File: src/rtl/dccm_port_arbiter.sv
// ---------------------------------------------------------------------------
// dccm_port_arbiter
//
// Shares the single DCCM port between the rv32i_x load/store path and a
// DMA/loader master. The core has priority; a DMA request that keeps losing
// is forced through after STARVE_LIMIT consecutive losses. Read data coming
// back from the DCCM is steered to whichever requester issued the read,
// using a small tag pipeline that mirrors the memory read latency.
//
// Byte addresses pass straight through; the surrounding wrapper performs the
// word shift toward the memory macro.
//
// Handshake summary (single source of truth for both requesters):
//   core : a request is core_rd_en | core_wr_en. If core_stall is high in a
//          cycle the access was not taken and the core must hold the same
//          request into the next cycle. A request with core_stall low is
//          taken in that cycle.
//   dma  : dma_req with dma_we/dma_addr/dma_wdata is held stable until a
//          cycle in which dma_gnt is high; that cycle is the transfer.
//   read return : exactly RD_LATENCY cycles after a taken read, the owner's
//          *_rd_valid/dma_rvalid pulses for one cycle alongside the data.
//
// Parameters:
//   STARVE_LIMIT  consecutive losses a pending DMA request may suffer
//   RD_LATENCY    dccm_rd_en to dccm_rd_data latency, legal range 1..4
//   AW            address width
//
// Ports:
//   clk, rst                      clock, asynchronous active-high reset
//   core_rd_en / core_wr_en       core load / store request
//   core_addr, core_wr_data       core byte address and store data
//   core_store_type/offset        store width (00 b, 01 h, 10 w) and lane
//   core_stall                    core request not taken this cycle
//   core_rd_data/core_rd_valid    load return
//   dma_req/dma_we/dma_addr       DMA request, direction, byte address
//   dma_wdata                     DMA store data (always a full word)
//   dma_gnt                       DMA request accepted this cycle
//   dma_rdata/dma_rvalid          DMA read return
//   dccm_rd_en/dccm_wr_en         memory strobes
//   dccm_rd_addr/dccm_wr_addr     memory byte addresses (winner's address)
//   dccm_wr_data                  memory write data
//   store_type/store_offset       memory write qualifiers
//   dccm_rd_data                  memory read data
//   fsm_state                     arbiter state (0 CORE_PRI, 1 DMA_FORCE)
//   starve_count                  current DMA starvation counter
// ---------------------------------------------------------------------------
module dccm_port_arbiter #(
   parameter int  STARVE_LIMIT = 4,
   parameter int  RD_LATENCY   = 1,
   parameter int  AW           = 32,
   localparam int CW           = $clog2(STARVE_LIMIT + 1)
) (
   input  logic          clk,
   input  logic          rst,

   input  logic          core_rd_en,
   input  logic          core_wr_en,
   input  logic [AW-1:0] core_addr,
   input  logic [31:0]   core_wr_data,
   input  logic [1:0]    core_store_type,
   input  logic [1:0]    core_store_offset,
   output logic          core_stall,
   output logic [31:0]   core_rd_data,
   output logic          core_rd_valid,

   input  logic          dma_req,
   input  logic          dma_we,
   input  logic [AW-1:0] dma_addr,
   input  logic [31:0]   dma_wdata,
   output logic          dma_gnt,
   output logic [31:0]   dma_rdata,
   output logic          dma_rvalid,

   output logic          dccm_rd_en,
   output logic          dccm_wr_en,
   output logic [AW-1:0] dccm_rd_addr,
   output logic [AW-1:0] dccm_wr_addr,
   output logic [31:0]   dccm_wr_data,
   output logic [1:0]    store_type,
   output logic [1:0]    store_offset,
   input  logic [31:0]   dccm_rd_data,

   output logic          fsm_state,
   output logic [CW-1:0] starve_count
);

   typedef enum logic {
      CORE_PRI  = 1'b0,
      DMA_FORCE = 1'b1
   } state_t;

   state_t          state_q;
   state_t          state_d;
   logic [CW-1:0]   cnt_q;
   logic [CW-1:0]   cnt_d;

   logic            core_req;
   logic            core_win;
   logic            dma_win;
   logic            any_win;
   logic [AW-1:0]   dma_word_addr;
   logic [AW-1:0]   win_addr;

   // Last driven address / write payload, presented while nobody is granted.
   logic [AW-1:0]   addr_q;
   logic [31:0]     wdata_q;
   logic [1:0]      stype_q;
   logic [1:0]      soff_q;

   // Read-return tag pipeline: one {valid, owner} slot per cycle of latency.
   // owner = 1 marks a DMA read, 0 a core read.
   logic [RD_LATENCY-1:0] tag_valid;
   logic [RD_LATENCY-1:0] tag_owner;
   logic                  tail_valid;
   logic                  tail_owner;

   assign core_req      = core_rd_en | core_wr_en;
   // Masking rather than slicing keeps every address bit in use.
   assign dma_word_addr = dma_addr & ~AW'(3);

   // ------------------------------------------------------------------
   // Arbitration FSM: next state, counter and grants
   // ------------------------------------------------------------------
   always_comb begin
      state_d  = state_q;
      cnt_d    = cnt_q;
      core_win = 1'b0;
      dma_win  = 1'b0;

      unique case (state_q)
         CORE_PRI: begin
            if (core_req) begin
               core_win = 1'b1;
            end else if (dma_req) begin
               dma_win = 1'b1;
            end

            if (dma_req && !dma_win) begin
               // Losing with the counter already at LIMIT-1 means this
               // was the last loss the DMA is allowed.
               cnt_d = cnt_q + CW'(1);
               if (cnt_q == CW'(STARVE_LIMIT - 1)) begin
                  state_d = DMA_FORCE;
               end
            end else begin
               cnt_d = '0;
            end
         end

         DMA_FORCE: begin
            // The core never wins here; if the DMA withdrew its request
            // the cycle simply goes unused.
            dma_win = dma_req;
            state_d = CORE_PRI;
            cnt_d   = '0;
         end

         default: begin
            state_d = CORE_PRI;
            cnt_d   = '0;
         end
      endcase
   end

   always_ff @(posedge clk or posedge rst) begin
      if (rst) begin
         state_q <= CORE_PRI;
         cnt_q   <= '0;
      end else begin
         state_q <= state_d;
         cnt_q   <= cnt_d;
      end
   end

   assign fsm_state    = state_q;
   assign starve_count = cnt_q;

   // ------------------------------------------------------------------
   // Request-path muxing toward the DCCM (same cycle as the grant)
   // ------------------------------------------------------------------
   assign any_win  = core_win | dma_win;
   assign win_addr = core_win ? core_addr : dma_word_addr;

   always_comb begin
      core_stall   = core_req & ~core_win;
      dma_gnt      = dma_win;
      dccm_rd_en   = 1'b0;
      dccm_wr_en   = 1'b0;
      dccm_rd_addr = addr_q;
      dccm_wr_addr = addr_q;
      dccm_wr_data = wdata_q;
      store_type   = stype_q;
      store_offset = soff_q;

      if (core_win) begin
         // A simultaneous read and write from the core keeps only the write.
         dccm_wr_en = core_wr_en;
         dccm_rd_en = core_rd_en & ~core_wr_en;
      end else if (dma_win) begin
         dccm_wr_en = dma_we;
         dccm_rd_en = ~dma_we;
      end

      if (any_win) begin
         dccm_rd_addr = win_addr;
         dccm_wr_addr = win_addr;
      end

      if (dccm_wr_en) begin
         if (core_win) begin
            dccm_wr_data = core_wr_data;
            store_type   = core_store_type;
            store_offset = core_store_offset;
         end else begin
            dccm_wr_data = dma_wdata;
            store_type   = 2'b10;
            store_offset = 2'b00;
         end
      end
   end

   // Hold registers: address follows every grant, write payload follows
   // only granted writes so a later read leaves it untouched.
   always_ff @(posedge clk or posedge rst) begin
      if (rst) begin
         addr_q  <= '0;
         wdata_q <= '0;
         stype_q <= '0;
         soff_q  <= '0;
      end else begin
         if (any_win) begin
            addr_q <= win_addr;
         end
         if (dccm_wr_en) begin
            wdata_q <= dccm_wr_data;
            stype_q <= store_type;
            soff_q  <= store_offset;
         end
      end
   end

   // ------------------------------------------------------------------
   // Read-return tagging
   // ------------------------------------------------------------------
   always_ff @(posedge clk or posedge rst) begin
      if (rst) begin
         tag_valid <= '0;
         tag_owner <= '0;
      end else begin
         tag_valid[0] <= dccm_rd_en;
         tag_owner[0] <= dma_win;
         for (int i = 1; i < RD_LATENCY; i++) begin
            tag_valid[i] <= tag_valid[i-1];
            tag_owner[i] <= tag_owner[i-1];
         end
      end
   end

   assign tail_valid = tag_valid[RD_LATENCY-1];
   assign tail_owner = tag_owner[RD_LATENCY-1];

   assign core_rd_valid = tail_valid & ~tail_owner;
   assign dma_rvalid    = tail_valid & tail_owner;

   // Both requesters see the returning word; the data buses read as zero
   // whenever no return is in progress, which also keeps them quiet in reset.
   assign core_rd_data = tail_valid ? dccm_rd_data : 32'h0;
   assign dma_rdata    = tail_valid ? dccm_rd_data : 32'h0;

`ifndef SYNTHESIS
   // A core read and write in the same cycle is a protocol error.
   core_rd_wr_exclusive : assert property (
      @(posedge clk) disable iff (rst) !(core_rd_en && core_wr_en)
   );
`endif

endmodule

File: config.mk
export PLATFORM = sky130hd
export DESIGN_NAME = dccm_port_arbiter
export DESIGN_NICKNAME = d
export VERILOG_FILES = /design/src/rtl/dccm_port_arbiter.sv
export SDC_FILE = /design/constraint.sdc
export NUM_CORES = 1
export LEC_CHECK = 0
export BUFFER_PORTS_ARGS = -buffer_cell sky130_fd_sc_hd__buf_2
export CELL_PAD_IN_SITES_DETAIL_PLACEMENT = 2
export CELL_PAD_IN_SITES_GLOBAL_PLACEMENT = 2
export CORE_MARGIN = 8
export CORE_UTILIZATION = 23
export CTS_CLUSTER_DIAMETER = 30
export DETAILED_ROUTE_END_ITERATION = 7
export PLACE_DENSITY_LB_ADDON = 0.1
export SYNTH_ARGS = -nofsm -noshare
export SYNTH_HDL_FRONTEND = slang
export SYNTH_SLANG_ARGS = --single-unit
File: constraint.sdc
create_clock -name clk -period 2.55 [get_ports clk]
set_input_delay 0.3825 -clock clk [delete_from_list [all_inputs] [get_ports clk]]
set_output_delay 0.3825 -clock clk [all_outputs]
set_load 0.05 [all_outputs]
==> results.toml <==
[outcome]
status = "finished clean"

[cts]
cts.clk_slew.worst_paths_ns = 0.06
ctsHoldBuffers = 0
htree_levels = 3
cts_root_buffer = "clkbuf_16"
clock_path_buffers = 2
cts_tree = "yes"
cts.sinks = 74
numCtsBuffers = 9
worstSkewPairLatency_ns = 0.34

[setup_path]
r2r_end = "wdata_q[5]"
crit_type = "reg2out"
critPathCaptureType = "output pin"
cp-startpoint = "fsm_state"
cp_data_required_time_ns = 2.17
startpoint_type = "register"
critPathMaxFanout = 8
cp.arrival_ns = 2.10
r2r_slack_ns = 0.85
path_cells = "o21ba_4 -> buf_12 -> mux2_2 -> mux2_2 -> buf_2"
critPathCapture = "dccm_wr_data[2]"
reg2reg_from = "fsm_state"
cp_slowest_stage_delay_ns = 0.41
cpMaxStageDelayCell = "dfrtp_2"
path_common_cell = "mux2_2"
timing.reg2reg.worst_path_depth = 4

[floorplan]
die_y_um = 159
rows = 52
coreArea_um2 = 20100
dieArea_um2 = 25200
start_util = 0.233
die_width_um = 159
ioPinCount = 344

[hold_path]
worstHoldPathType = "in2async"

[logic_synthesis]
syn_area_um2 = 4690
yosysUniqueCellTypes = 26
synthCells = 418
async_reset_ff_frac = 1.00
yosysSeqAreaShare = 0.395
yosys-top-cells-area = "dfrtp_1 40%, mux2_2 16%, buf_4 10%, mux2_4 8.7%, mux2i_1 6.4%"
synth_top_area_frac = 0.395
ys_seq_elements = 74
synth_area_leader_cell = "dfrtp_1"
ys.flop_type = "dfrtp_1"
synth_nets = 590
avgSynthCellArea_um2 = 11.2
synth_edf_count = 0
synth_commonest_cells = "74 x dfrtp_1, 68 x mux2_2, 64 x buf_4, 35 x nand2_1, 34 x and2_1"
ys_warn_count = 0
yosysMostFrequentCell = "dfrtp_1"

[global_route]
antenna_found_initial = 2
grt_pass1_wl_um = 29000
grt_max_degree = 42
gr-total-overflow = 0
grt_pass1_vias = 4881
grt_usage = 0.147

[finish]
antennaDiodeCount = 0
n_fill_cell = 2246
syn_to_final_growth_pct = 48.9
drive_above_1_share = 0.717
nNetsFinal = 870
utilization = 0.347

[sta]
finClkSkew_ns = 0.00817
finalHoldViolations = 0
finalCriticalPeriod_ns = 2.49
fmax_ghz = 0.402
final.period_utilization = 0.975
worst_slew_pin_slew_ns = 0.682
maxSlewHeadroom = 0.545
rsz0062_at_grt = "yes"
maxSlewViolCount = 0
setup_viol = 0
final.setup.tns_ns = 0

[drt]
drt-total-wl_um = 19000
wl_per_cell_um = 19.5
drt-initial-drc-count = 93
firstDrtPassIters = 4
drc = 0
avgViaCountPerCell = 4.29
ant_nets = 0
vias = 4171

[placement]
io_buffers = 341
gp_congestion = 0.782
dp_hpwl_um = 15000

[power]
total_leakage_power_nw = 3.74
vdd_drop_max_mv = 0.286
powerDensity_nw_per_um2 = 662
p_total_mw = 4.62

[run]
drv_cap = 0
## worst min path at each step
stage	end	slack (ns)	start	cells past startpoint
6_report	addr_q[16]	0.11	rst	2
5_1_grt	addr_q[18]	0.15	rst	2
4_1_cts	addr_q[18]	0.13	rst	2
3_5_place_dp	starve_count[0]	0.47	starve_count[0]	1
3_3_place_gp	starve_count[0]	0.44	starve_count[0]	1
2_1_floorplan	soff_q[0]	0.47	soff_q[0]	1
## sequential cells by signal, indices dropped and copies added, names as in the netlist
| signal | cells |
|---|---|
| fsm_state | 1 |
| starve_count | 3 |
| tag_owner | 1 |
| stype_q | 2 |
| wdata_q | 32 |
| tag_valid | 1 |
| soff_q | 2 |
| addr_q | 32 |
## critical path: cells and delay by family (launching register included)
kind,cells,cell delay [ns]
buf+inv,2,0.38
flops,1,0.41
compound gates,1,0.34
mux,2,0.62
## kinds of logic (layout without fill, tap and decap cells)
group	Yosys count	count (layout)	synth area share
mux	126	126	0.316
buf+inv	94	379	0.138
simple gates	79	79	0.0865
flops	74	74	0.395
fa+ha+maj	2	2	0.00534
compound gates	43	43	0.0585
## what timing repair did
action	4_1_cts	5_1_grt
endpoints found under the setup margin	54	31
pin swaps	1	1
gates resized for setup	46	21
setup buffers	7	0
gates cloned	4	0
## final cells by class
class                   instances  area [µm²]  share of cell area
clock buffers                  10         229              0.0328
clock inverters                 6        57.6             0.00825
inverters                       4        16.3             0.00233
multi-input cells             250        2320               0.333
flip-flops and latches         74        1850               0.266
well taps                     270         338              0.0484
repair buffers                359        2160               0.309
## placed cells by master (no fill, tap or decap), types with 2 or more instances in the layout
master,netlist,final
clkinv_2,0,5
buf_2,13,304
and3_1,2,2
dfrtp_1,74,73
a22o_1,6,6
clkbuf_4,0,8
ha_1,2,2
buf_6,5,16
buf_4,64,20
o32a_1,2,2
mux2_4,27,28
mux2_2,68,67
nor2_1,2,2
clkbuf_16,0,9
buf_12,0,7
o21ai_4,0,2
inv_1,3,2
nand2_1,35,35
nand3b_1,3,3
bufbuf_16,0,2
nor2b_1,2,2
and2_1,34,34
o21ai_2,0,28
mux2i_1,30,30
## stage by stage
stage               instances  cell area (µm²)  hold WS [ns]  setup WS, ns
global route              973             6980         0.150       -0.0199
detailed placement        948             6380         0.467         0.238
floorplan                 418             4810         0.467       -0.0776
finish                    973             6980         0.112        0.0640
CTS                       975             6990         0.133       -0.0427
global placement          948             6380         0.443         0.262
## layer usage
metal  track usage  vias up  wire length (µm)
met1         0.151     1993              7230
met2         0.268      210              9810
met4        0.0506        4               344
met5             0        -                27
li1              -     1942                 -
met3        0.0582       22              1600
## report_power, final
group	leakage [nW]	switching, mW	internal, mW
sequential	0.881	0.0603	1.30
clock	0.142	0.502	0.751
combinational	2.71	1.34	0.664
Power figures use the tool's default switching activity.
